==> src/rtl/instruction_sequencer_pkg.sv <==
// Shared opcode, state, fault and decode definitions for the instruction sequencer.
package instruction_sequencer_pkg;

  localparam logic [3:0] OP_ADD  = 4'h0;
  localparam logic [3:0] OP_SUB  = 4'h1;
  localparam logic [3:0] OP_AND  = 4'h2;
  localparam logic [3:0] OP_OR   = 4'h3;
  localparam logic [3:0] OP_MUL  = 4'h4;
  localparam logic [3:0] OP_DIV  = 4'h5;
  localparam logic [3:0] OP_HALT = 4'hF;

  typedef enum logic [2:0] {
    S_IDLE_RST,
    S_FETCH,
    S_DECODE,
    S_EXEC,
    S_WAIT,
    S_ADVANCE,
    S_STEP_WAIT,
    S_HALT
  } state_e;

  typedef enum logic [1:0] {
    FAULT_NONE    = 2'b00,
    FAULT_ILLEGAL = 2'b01,
    FAULT_TIMEOUT = 2'b10
  } fault_e;

  typedef struct packed {
    logic is_alu;
    logic is_halt;
    logic is_illegal;
  } decode_t;

endpackage

==> src/rtl/instruction_sequencer_decoder.sv <==
// Combinational opcode classifier: exactly one of is_alu / is_halt / is_illegal is set.
module opcode_decoder
  import instruction_sequencer_pkg::*;
(
  input  logic [3:0] opcode,
  output decode_t    dec
);

  always_comb begin
    dec = '0;
    if (opcode <= OP_DIV) begin
      dec.is_alu = 1'b1;
    end else if (opcode == OP_HALT) begin
      dec.is_halt = 1'b1;
    end else begin
      dec.is_illegal = 1'b1;
    end
  end

endmodule

==> src/rtl/instruction_sequencer.sv <==
// Fetch/decode/execute controller: owns the PC, issues one ALU op per instruction
// with a start/done handshake, and handles step mode, wrap/halt and ALU timeout.
module instruction_sequencer
  import instruction_sequencer_pkg::*;
#(
  parameter int PC_WIDTH    = 4,
  parameter int INSTR_WIDTH = 8,
  parameter int LAST_ADDR   = 5,
  parameter int WRAP        = 0,
  parameter int TIMEOUT     = 16
) (
  input  logic                   clk,
  input  logic                   rst_n,
  input  logic                   start,
  input  logic                   step_mode,
  input  logic                   step,
  input  logic [INSTR_WIDTH-1:0] instruction,
  input  logic                   alu_done,
  output logic [PC_WIDTH-1:0]    program_counter,
  output logic [3:0]             alu_op,
  output logic [3:0]             alu_operand,
  output logic                   alu_start,
  output logic                   busy,
  output logic                   halted,
  output logic [1:0]             fault,
  output logic [7:0]             instr_count
);

  localparam int TMR_W = (TIMEOUT > 1) ? $clog2(TIMEOUT) : 1;

  state_e                 state_q, state_d;
  logic [PC_WIDTH-1:0]    pc_q, pc_d;
  logic [INSTR_WIDTH-1:0] ir_q, ir_d;
  logic [3:0]             alu_op_q, alu_op_d;
  logic [3:0]             alu_operand_q, alu_operand_d;
  logic [TMR_W-1:0]       timer_q, timer_d;
  fault_e                 fault_q, fault_d;
  logic [7:0]             count_q, count_d;
  decode_t                dec;

  opcode_decoder u_decoder (
    .opcode (ir_q[INSTR_WIDTH-1 -: 4]),
    .dec    (dec)
  );

  always_ff @(posedge clk or negedge rst_n) begin
    if (!rst_n) begin
      state_q       <= S_IDLE_RST;
      pc_q          <= '0;
      ir_q          <= '0;
      alu_op_q      <= '0;
      alu_operand_q <= '0;
      timer_q       <= '0;
      fault_q       <= FAULT_NONE;
      count_q       <= '0;
    end else begin
      state_q       <= state_d;
      pc_q          <= pc_d;
      ir_q          <= ir_d;
      alu_op_q      <= alu_op_d;
      alu_operand_q <= alu_operand_d;
      timer_q       <= timer_d;
      fault_q       <= fault_d;
      count_q       <= count_d;
    end
  end

  always_comb begin
    state_d       = state_q;
    pc_d          = pc_q;
    ir_d          = ir_q;
    alu_op_d      = alu_op_q;
    alu_operand_d = alu_operand_q;
    timer_d       = timer_q;
    fault_d       = fault_q;
    count_d       = count_q;
    case (state_q)
      S_IDLE_RST, S_HALT: begin
        if (start) begin
          state_d = S_FETCH;
          pc_d    = '0;
          fault_d = FAULT_NONE;
          count_d = '0;
        end
      end
      S_FETCH: begin
        ir_d    = instruction;
        state_d = S_DECODE;
      end
      S_DECODE: begin
        // Operation is latched here so it is already valid alongside alu_start.
        if (dec.is_alu) begin
          alu_op_d      = ir_q[INSTR_WIDTH-1 -: 4];
          alu_operand_d = ir_q[3:0];
          state_d       = S_EXEC;
        end else if (dec.is_halt) begin
          state_d = S_HALT;
        end else begin
          fault_d = FAULT_ILLEGAL;
          state_d = S_HALT;
        end
      end
      S_EXEC: begin
        timer_d = '0;
        state_d = S_WAIT;
      end
      S_WAIT: begin
        // A done arriving on the final timeout cycle still retires the instruction.
        if (alu_done) begin
          count_d = (count_q == 8'hFF) ? count_q : count_q + 8'd1;
          state_d = S_ADVANCE;
        end else if (timer_q == TMR_W'(TIMEOUT - 1)) begin
          fault_d = FAULT_TIMEOUT;
          state_d = S_HALT;
        end else begin
          timer_d = timer_q + TMR_W'(1);
        end
      end
      S_ADVANCE: begin
        if ((pc_q == PC_WIDTH'(LAST_ADDR)) && (WRAP == 0)) begin
          state_d = S_HALT;
        end else begin
          pc_d    = (pc_q == PC_WIDTH'(LAST_ADDR)) ? '0 : pc_q + PC_WIDTH'(1);
          state_d = step_mode ? S_STEP_WAIT : S_FETCH;
        end
      end
      S_STEP_WAIT: begin
        if (step) begin
          state_d = S_FETCH;
        end
      end
      default: state_d = S_IDLE_RST;
    endcase
  end

  assign program_counter = pc_q;
  assign alu_op          = alu_op_q;
  assign alu_operand     = alu_operand_q;
  assign alu_start       = (state_q == S_EXEC);
  assign busy            = (state_q == S_FETCH) || (state_q == S_DECODE) ||
                           (state_q == S_EXEC)  || (state_q == S_WAIT)   ||
                           (state_q == S_ADVANCE);
  assign halted          = (state_q == S_HALT);
  assign fault           = fault_q;
  assign instr_count     = count_q;

endmodule
==> config.mk <==
export PLATFORM = sky130hd
export DESIGN_NAME = instruction_sequencer
export DESIGN_NICKNAME = d
export VERILOG_FILES = /design/src/rtl/instruction_sequencer_pkg.sv /design/src/rtl/instruction_sequencer_decoder.sv /design/src/rtl/instruction_sequencer.sv
export SDC_FILE = /design/constraint.sdc
export NUM_CORES = 1
export LEC_CHECK = 0
export BUFFER_PORTS_ARGS = -buffer_cell sky130_fd_sc_hd__buf_4
export CAP_MARGIN = 20
export CORE_AREA = 2 2 67 63
export DETAILED_ROUTE_END_ITERATION = 12
export DIE_AREA = 0 0 69 65
export PLACE_DENSITY = 0.77
export SYNTH_ARGS = -nofsm -noshare
export SYNTH_HDL_FRONTEND = slang
export SYNTH_SLANG_ARGS = --single-unit
==> constraint.sdc <==
create_clock -name clk -period 2.25 [get_ports clk]
set_input_delay 0.3375 -clock clk [delete_from_list [all_inputs] [get_ports clk]]
set_output_delay 0.3375 -clock clk [all_outputs]
set_load 0.01 [all_outputs]
== After elaboration in Yosys (flattened, before gate mapping) ==
Cells that the tools add are included.

* Register bits: 37
* Bits of input ports: 14
* Output and inout bits: 25

* $add $sub $neg: 3
* Magnitude comparators: 1
* Eq/ne operators: 22
* Mux-type cells: 28
* Reduce and logical (&&, ||, !) cells: 16

{| class="wikitable"
|+ Operators by type and width
! operator !! count
|-
| $mux W8 || 3
|-
| $mux W3 || 7
|-
| $pmux W3 S7 || 1
|-
| $ne A2 B2 Y1 const B || 10
|-
| $mux W4 || 4
|-
| $pmux W4 S2 || 2
|-
| $pmux W8 S2 || 1
|-
| $eq A3 B3 Y1 const B || 4
|-
| $mux W2 || 6
|-
| $reduce_and A3 Y1 || 3
|-
| $add A4 B1 Y4 const B || 2
|-
| $add A8 B1 Y8 const B || 1
|-
| $eq A4 B4 Y1 const B || 2
|-
| $eq A8 B8 Y1 const B || 1
|-
| $eq A3 B2 Y1 const B || 2
|-
| $pmux W2 S3 || 1
|-
| $reduce_and A6 Y1 || 1
|-
| $reduce_bool A2 Y1 || 3
|-
| $eq A4 B3 Y1 const B || 1
|-
| $le A4 B3 Y1 const B || 1
|-
| $logic_or A1 B1 Y1 || 4
|-
| $reduce_and A4 Y1 || 1
|-
| $eq A3 B1 Y1 const B || 1
|-
| $logic_not A3 Y1 || 1
|-
| other kinds (5) || 7
|}

== Longest topological paths before layout ==
Gate-level depths: netlist of run 1.

* Depth after elaboration: 6
* Mapped depth: 7

== Cells and area by module ==
Synthesis of run 1 repeated with hierarchy kept, for this count alone.

* Cell total of the unflattened synthesis: 188
* Area, all modules: 2004.4 sq um

{| class="wikitable"
|+ Modules (own cells, without submodules)
! module !! times used !! cells an instance !! area an instance (sq um) !! sequential area each (sq um)
|-
| instruction_sequencer || 1 || 185 || 1984.4 || 925.9
|-
| opcode_decoder || 1 || 3 || 20.0 || 0.0
|}

== Worst setup path after synthesis of run 1 ==
No wires, ideal clock.

* Path kind: register to register
* Start point: register state_q[2]
* End point: register count_q[5], in the netlist instr_count[5]
* Library setup time: 0.134 ns
* Arrival time: 1.611 ns
* Required time: 2.116 ns
* Setup slack: 0.505 ns
* Cell stages (with the launch flop): 6
* Period minus slack after synthesis: 1.745 ns
* Path through: dfrtp_1 > or3b_1 > buf_4 > nor4_4 > or2_2 > o32ai_1

* Word-level cells in the longest chain between the ends: 4
* Elaborated cells between the ends (all ways): 10
* Classes of those cells: eq/ne: 5; mux: 1; reduce/logical: 4

{| class="wikitable"
|+ Ends and longest elaborated chain
! element !! line !! RTL
|-
| start, declared || instruction_sequencer.sv:31 || <nowiki>state_e state_q, state_d;</nowiki>
|-
| start signal, assigned || instruction_sequencer.sv:57 || <nowiki>state_q <= state_d;</nowiki>
|-
| $eq A3 B3 Y1 / $logic_not A3 Y1 (equally long branches) || instruction_sequencer.sv:77 || <nowiki>case (state_q)</nowiki>
|-
| $reduce_or A2 Y1 || instruction_sequencer.sv:77 ||
|-
| $ne A2 B2 Y1 (no source line) / $reduce_bool A2 Y1 (equally long branches) || n/a ||
|-
| $reduce_and A4 Y1 (no source line) || n/a ||
|-
| end signal, assigned || instruction_sequencer.sv:64 || <nowiki>count_q <= count_d;</nowiki>
|-
| end, declared || instruction_sequencer.sv:38 || <nowiki>logic [7:0] count_q, count_d;</nowiki>
|}

Parallel ways exist; a longest one is shown, timed or not.
A chain may end at the register's enable or synchronous reset.

== Worst setup path in the final report of run 1 ==
* Start point: register state_q[2]
* End point: register alu_operand_q[0], in the netlist alu_operand[0]

* Word-level cells in the longest chain between the ends: 2

{| class="wikitable"
|+ Ends and longest elaborated chain
! element !! line !! RTL
|-
| $eq A3 B2 Y1 || instruction_sequencer.sv:77 ||
|-
| $reduce_and A2 Y1 (no source line) || n/a ||
|-
| end signal, assigned || instruction_sequencer.sv:61 || <nowiki>alu_operand_q <= alu_operand_d;</nowiki>
|-
| end, declared || instruction_sequencer.sv:35 || <nowiki>logic [3:0] alu_operand_q, alu_operand_d;</nowiki>
|}

No other way between the ends.

==> summary.md, run 1 <==
| Metric | Value |
|---|---|
| Status | `finished, violations left` |
| Violated checks | `hold timing` |
| Max Root-Sink Buffers | `2` |
| GPL Wtd Cong | `roughly 0.79` |
| Detailed-route vias per instance | `5.76` |
| Die Wd | `69 um` |
| Sequential Power Share | `0.399` |
| Skew-Pair Late Insertion Delay | `0.28 ns` |
| Initial Util | `0.521` |
| Fmax | `around 490 MHz` |
| Synth top area cells | `dfrtp_1 (46%), mux2_2 (8.4%), nand3_1 (3.2%)` |
| Num CTS Buffers | `5` |
| Yosys reg bits | `37` |
| Top_reg_cell synth | `dfrtp_1` |
| Chip height | `between 60 and 70 um` |
| MaxCap Viol Count | `0` |
| GRT overflow | `0` |
| CP max FO | `16` |
| Startpoint types | `flip-flop` |
| Routed Antenna Nets | `0` |
| EDFF count, synth | `0` |
| Layout Skew | `approximately 0.0048 ns` |
| Core area | `around 3900 um^2` |
| Routed WL per cell | `around 14 um` |
| Final instance area | `2450 um^2` |
| Avg Inst Size Synth | `a little over 10 um^2` |
| Peak VDD IR | `a little under 0.7 mV` |
| Ys async rst share | `1.00` |
| Ordered list of cells on the worst path | `buf_4 -> a2111oi_0 -> nand2_1 -> mux2_2` |
| Drt pass-1 iters | `4` |
| Critical path class | `flip-flop to flip-flop` |
| Area grow syn2layout | `21.8%` |
| Yosys warns | `0` |
| Initial drt markers | `76` |
| Critical path arrival | `2.21 ns` |
| Crit. End Element | `flip-flop` |
| Power per cell area | `1190 nW/um^2` |
| Most common cell in the netlist | `dfrtp_1` |
| Hpwl dp | `between 2000 and 3000 um` |
| Diode count | `0` |
| Largest net degree at the start of global routing | `38` |
| Drc violations | `0` |
| Post-Syn Area | `2010 um^2` |
| Placement Setup Slack | `between 0.2 and 0.3 ns` |
| Placed cell area | `about 2400 um^2` |
| Core Rows | `22` |
| Htree depth | `2` |
| Port buffer count | `38` |
| Number of global-route vias before repair | `1468` |
| Share of the synthesized area in the top cell type | `0.461` |
| Slowest-stage cell, CP | `a2111oi_0` |
| Slew @ Worst Pin | `0.591 ns` |
| PostCTS Resize Cnt | `0` |
| Hold crit path type | `primary input to async pin` |
| Bufs and invs on worst path | `1` |
| Post-CTS Hold Buffers | `0` |
| Final nets | `257` |
| Final Critical Period | `2.04 ns` |
| Clock Power Share | `0.159` |
| Most frequent cells after synthesis | `dfrtp_1 (37), mux2_2 (15), nand2_1 (14), nand3_1 (13), nor2_1 (13)` |
| Psw | `1130 uW` |
| Syn Inst Count | `between 150 and 200` |
| Internal | `1780 uW` |
| Io pins | `39` |
| Final Max Slew Viols | `0` |
| Layout cell share with drive strength beyond 1 | `0.308` |
| Worst EP required | `2.42 ns` |
| P_leak | `0.00112 uW` |
| Die area | `4490 um^2` |
| Fin crit share | `0.906` |
| Setup bufs post-CTS | `0` |
| TritonCTS clock tree | `built` |
| Tot Pwr | `2910 uW` |
| Syn nets | `215` |
| Fin Setup TNS | `0 ns` |
| Biggest cell delay along the critical path | `between 0.4 and 0.5 ns` |
| Number of setup violations in the final report | `0` |
| Combinational Power Share | `0.442` |
| Sequential share of the synthesized area | `0.461` |
| Final wirelength | `3930 um` |
| RSZ-0062 raised after global routing | `false` |
| Filler cells | `331` |
| Final Hold Fails | `7` |
| Switching share of power | `0.388` |
| Gr usage total | `0.185` |
| Vias | `1659` |
| Worst-path clk slew | `approximately 0.080 ns` |
| Clock sink total | `37` |
| Cell taking the most area after synthesis | `dfrtp_1` |
| Clk Tree Root Cell | `clkbuf_8` |
| First-pass GRT wire length | `6640 um` |
| Setup WS post-layout | `0.212 ns` |
| Slew margin rel. | `0.596` |
| CP delay by family, top | `compound AO/OA/AOI/OAI gates` |
| Initial antenna violation count | `0` |
| Synth cell types | `53` |
| Hold WS | `-0.00567 ns` |
==> state kept, by name, indices dropped and copies added (netlist names) <==
register and count:
ir_q 8, instr_count 8, program_counter 4, state_q 3, alu_operand 4, timer_q 4
fault 2, alu_op 4
==> cells in the final DEF, fill, tap and decap left out, types with 2 or more instances in the layout <==
master    count
a211oi_1      2
nand3_1      13
o21ai_0       9
nor2b_1       2
nand2_1      14
or3_1         4
o21ai_1       2
nand2b_1      4
o31ai_1       5
o32ai_1       3
nor4_1        3
mux2_2       15
nor3_1        4
nor3_2        3
and3_1        4
nor3b_1       2
clkbuf_8      5
inv_1         7
clkinv_4      2
or4_1         2
mux2i_1       3
nor2_1       13
dfrtp_1      37
ha_1          4
a21oi_1       7
buf_4        44
==> final cells by class <==
type / instances / area, um^2 / area share
sequential: 37 / 926 / 0.379
inverter: 7 / 26.3 / 0.0107
timing repair buffer: 44 / 330 / 0.135
tap: 48 / 60.1 / 0.0246
clock buffer: 5 / 68.8 / 0.0281
clock inverter: 3 / 22.5 / 0.00921
multi-input combinational: 144 / 1010 / 0.414
==> worst paths after layout <==
kind,start,slack (ns),depth (start not counted),to
worst min register to register,alu_op[3]$_DFFE_PN0P_,0.50,1,alu_op[3]$_DFFE_PN0P_
min in group clk,instruction[4],0.28,2,ir_q[4]$_DFFE_PN0P_
worst max-delay path,state_q[2]$_DFFE_PN0P_,0.21,4,alu_operand[0]$_DFFE_PN0P_
max in group asynchronous,rst_n,1.94,1,ir_q[5]$_DFFE_PN0P_
worst min-delay path,rst_n,-0.006,1,instr_count[2]$_DFFE_PN0P_
worst max register to register,state_q[2]$_DFFE_PN0P_,0.21,4,alu_operand[0]$_DFFE_PN0P_
==> power groups by stage <==
stage | combinational [uW] | clock, uW | sequential (uW)
floorplan | 869 | 0 | 1130
global placement | 1260 | 0 | 1160
detailed placement | 1290 | 0 | 1160
CTS | 1300 | 475 | 1150
global route | 1420 | 515 | 1190
finish | 1280 | 463 | 1160
==> worst register-to-register path, cell delays in order, from the launching register on <==
cell       delay, ns
dfrtp_1         0.48
buf_4           0.24
a2111oi_0       0.49
nand2_1         0.36
mux2_2          0.36
==> cell families (layout without fill, tap and decap cells) <==
kind of cell	after synthesis	count (layout)	synth area share
adder cells (fa/ha/maj)	4	4	0.0249
multiplexers	19	19	0.105
XOR/XNOR	2	2	0.00872
buffers and inverters	16	59	0.0349
AO/OA/AOI/OAI	39	39	0.128
AND/OR/NAND/NOR	80	80	0.238
flip-flops	37	37	0.461
==> stage by stage <==
stage,instances,util
global route,288,0.635
floorplan,197,-
detailed placement,280,0.611
global placement,280,0.611
CTS,288,0.635
finish,288,0.635
==> routing by layer <==
metal  track usage  wire length [um]  vias to the layer above  part of all wire
li1              -                 -                      810                 -
met1         0.234              1760                      794              0.45
met3        0.0435               248                        4             0.063
met5             0                 0                        -                 0
met2         0.313              1880                       51              0.48
met4        0.0662                41                        0             0.010
No activity file was read; power rests on OpenSTA's default activity.
==> run 2: changes to the inputs <==
--- a/config.mk
+++ b/config.mk
@@ -10,6 +10,7 @@
 export CORE_AREA = 2 2 67 63
 export DETAILED_ROUTE_END_ITERATION = 12
 export DIE_AREA = 0 0 69 65
+export HOLD_SLACK_MARGIN = 0.08
 export PLACE_DENSITY = 0.77
 export SYNTH_ARGS = -nofsm -noshare
 export SYNTH_HDL_FRONTEND = slang
==> summary.md, run 2 (synthesis results as in run 1) <==
| Metric | Value |
|---|---|
| Hpwl dp | `2840 um (unchanged)` |
| Layout cell share with drive strength beyond 1 | `0.307 (was 0.308)` |
| Initial antenna violation count | `0 (unchanged)` |
| Chip height | `65 um (unchanged)` |
| Drt pass-1 iters | `4 (unchanged)` |
| Final wirelength | `3940 um (was 3930 um)` |
| Number of global-route vias before repair | `1480 (was 1468)` |
| Commonest cells after routing, fill and taps aside | `buf_4 (44), dfrtp_1 (37), mux2_2 (15) (unchanged)` |
| Area grow syn2layout | `22.3% (was 21.8%)` |
| Startpoint types | `flip-flop (unchanged)` |
| Port buffer count | `38 (unchanged)` |
| RSZ-0062 raised after global routing | `false (unchanged)` |
| GPL Wtd Cong | `0.785 (unchanged)` |
| Fin Setup TNS | `0 ns (unchanged)` |
| Die area | `4490 um^2 (unchanged)` |
| Routed WL per cell | `13.6 um (about the same)` |
| Hold Crit Start | `instruction[4]` |
| Critical path arrival | `2.21 ns (about the same)` |
| Most common cell after layout, fill and taps aside | `buf_4 (unchanged)` |
| Final Max Slew Viols | `0 (unchanged)` |
| Core Rows | `22 (unchanged)` |
| Slew margin rel. | `0.597 (was 0.596)` |
| Worst-path clk slew | `0.08 ns (about the same)` |
| Drc violations | `0 (unchanged)` |
| Status | `complete, no violations (was finished, violations left)` |
| CP max FO | `16 (unchanged)` |
| Number of setup violations in the final report | `0 (unchanged)` |
| Die Wd | `69 um (unchanged)` |
| Critical path class | `flip-flop to flip-flop (unchanged)` |
| Largest net degree at the start of global routing | `38 (unchanged)` |
| Tot Pwr | `2910 uW (about the same)` |
| R2R depth | `4 (unchanged)` |
| Io pins | `39 (unchanged)` |
| Num CTS Buffers | `5 (unchanged)` |
| TritonCTS clock tree | `built (unchanged)` |
| CP Launch Point | `state_q[2]$_DFFE_PN0P_ (unchanged)` |
| Fin crit share | `0.905 (was 0.906)` |
| First-pass GRT wire length | `6670 um (was 6640 um)` |
| Gr usage total | `0.186 (was 0.185)` |
| Final core utilization | `0.637 (was 0.635)` |
| Skew-Pair Late Insertion Delay | `0.28 ns (about the same)` |
| MaxCap Viol Count | `0 (unchanged)` |
| GRT overflow | `0 (unchanged)` |
| Clock sink total | `37 (unchanged)` |
| Vias | `1667 (was 1659)` |
| Max Root-Sink Buffers | `2 (unchanged)` |
| Setup bufs post-CTS | `0 (unchanged)` |
| Worst EP required | `2.42 ns (about the same)` |
| RR Startpoint | `state_q[2]$_DFFE_PN0P_ (unchanged)` |
| Core area | `3850 um^2 (unchanged)` |
| Initial drt markers | `81 (was 76)` |
| PostCTS Resize Cnt | `0 (unchanged)` |
| Final Critical Period | `2.04 ns (about the same)` |
| Crit. End Element | `flip-flop (unchanged)` |
| Worst hold stages | `2` |
| Post-CTS Hold Buffers | `1 (was 0)` |
| Slew @ Worst Pin | `0.589 ns (was 0.591 ns)` |
| Initial Util | `0.521 (unchanged)` |
| P_leak | `0.00113 uW (was 0.00112 uW)` |
| Routed Antenna Nets | `0 (unchanged)` |
| Final nets | `258 (was 257)` |
| Hold crit path type | `primary input to flip-flop (was primary input to async pin)` |
| Power per cell area | `1180 nW/um^2 (was 1190 nW/um^2)` |
| Final Hold Fails | `0 (was 7)` |
| Peak VDD IR | `0.694 mV (was 0.695 mV)` |
| Clk Tree Root Cell | `clkbuf_8 (unchanged)` |
| Htree depth | `2 (unchanged)` |
| Diode count | `0 (unchanged)` |
| Layout Skew | `0.00442 ns (was 0.00485 ns)` |
| Detailed-route vias per instance | `5.77 (was 5.76)` |
| Fmax | `491 MHz (about the same)` |
## run 2: cell count changes in the layout (fill, tap and decap cells not counted)
cell,previous run,this run
dlygate4sd3_1,0,1
## run 2: area by class of cell
class | instances | area [um^2]
Clock buffer | 5 | 68.8
Clock inverter | 3 | 22.5
Fill cell | 330 | 1400
Inverter | 7 | 26.3
Multi-Input combinational cell | 144 | 1010
Sequential cell | 37 | 926
Tap cell | 48 | 60.1
Timing Repair Buffer | 45 | 340
## run 2: path summary, 6_finish.rpt
| path | end | slack, ns |
|---|---|---|
| min in group asynchronous | instr_count[2]$_DFFE_PN0P_ | 0.54 |
| max in group asynchronous | ir_q[5]$_DFFE_PN0P_ | 1.39 |
| worst max-delay path | alu_operand[0]$_DFFE_PN0P_ | 0.21 |
| worst min register to register | alu_op[3]$_DFFE_PN0P_ | 0.50 |
| worst max register to register | alu_operand[0]$_DFFE_PN0P_ | 0.21 |
| worst min-delay path | ir_q[4]$_DFFE_PN0P_ | 0.28 |
## run 2: routing by layer
metal	GRT usage	share of wire	vias to the layer above
li1	-	-	812
met1	0.234	0.45	802
met2	0.315	0.48	49
met3	0.0435	0.063	4
met4	0.0662	0.010	0
met5	0	0	-
## run 2: critical path, stage by stage (launching register included)
cell and delay (ns):
dfrtp_1 0.48, buf_4 0.23, a2111oi_0 0.49, nand2_1 0.36
mux2_2 0.36
## run 2: stage by stage
| stage | cells | instance area, um^2 | hold slack, ns | setup slack (ns) |
|---|---|---|---|---|
| after global placement | 280 | 2350 | 0.327 | 0.251 |
| after floorplan | 197 | 2010 | 0.0419 | 0.505 |
| after global routing | 289 | 2460 | 0.271 | 0.0606 |
| after detailed placement | 280 | 2350 | 0.321 | 0.250 |
| after CTS | 289 | 2460 | 0.272 | 0.229 |
| final | 289 | 2460 | 0.279 | 0.215 |
## run 2: report_power, final
group          internal [uW]  switching, uW
sequential               903            257
clock                    219            243
combinational            657            631
total                   1780           1130
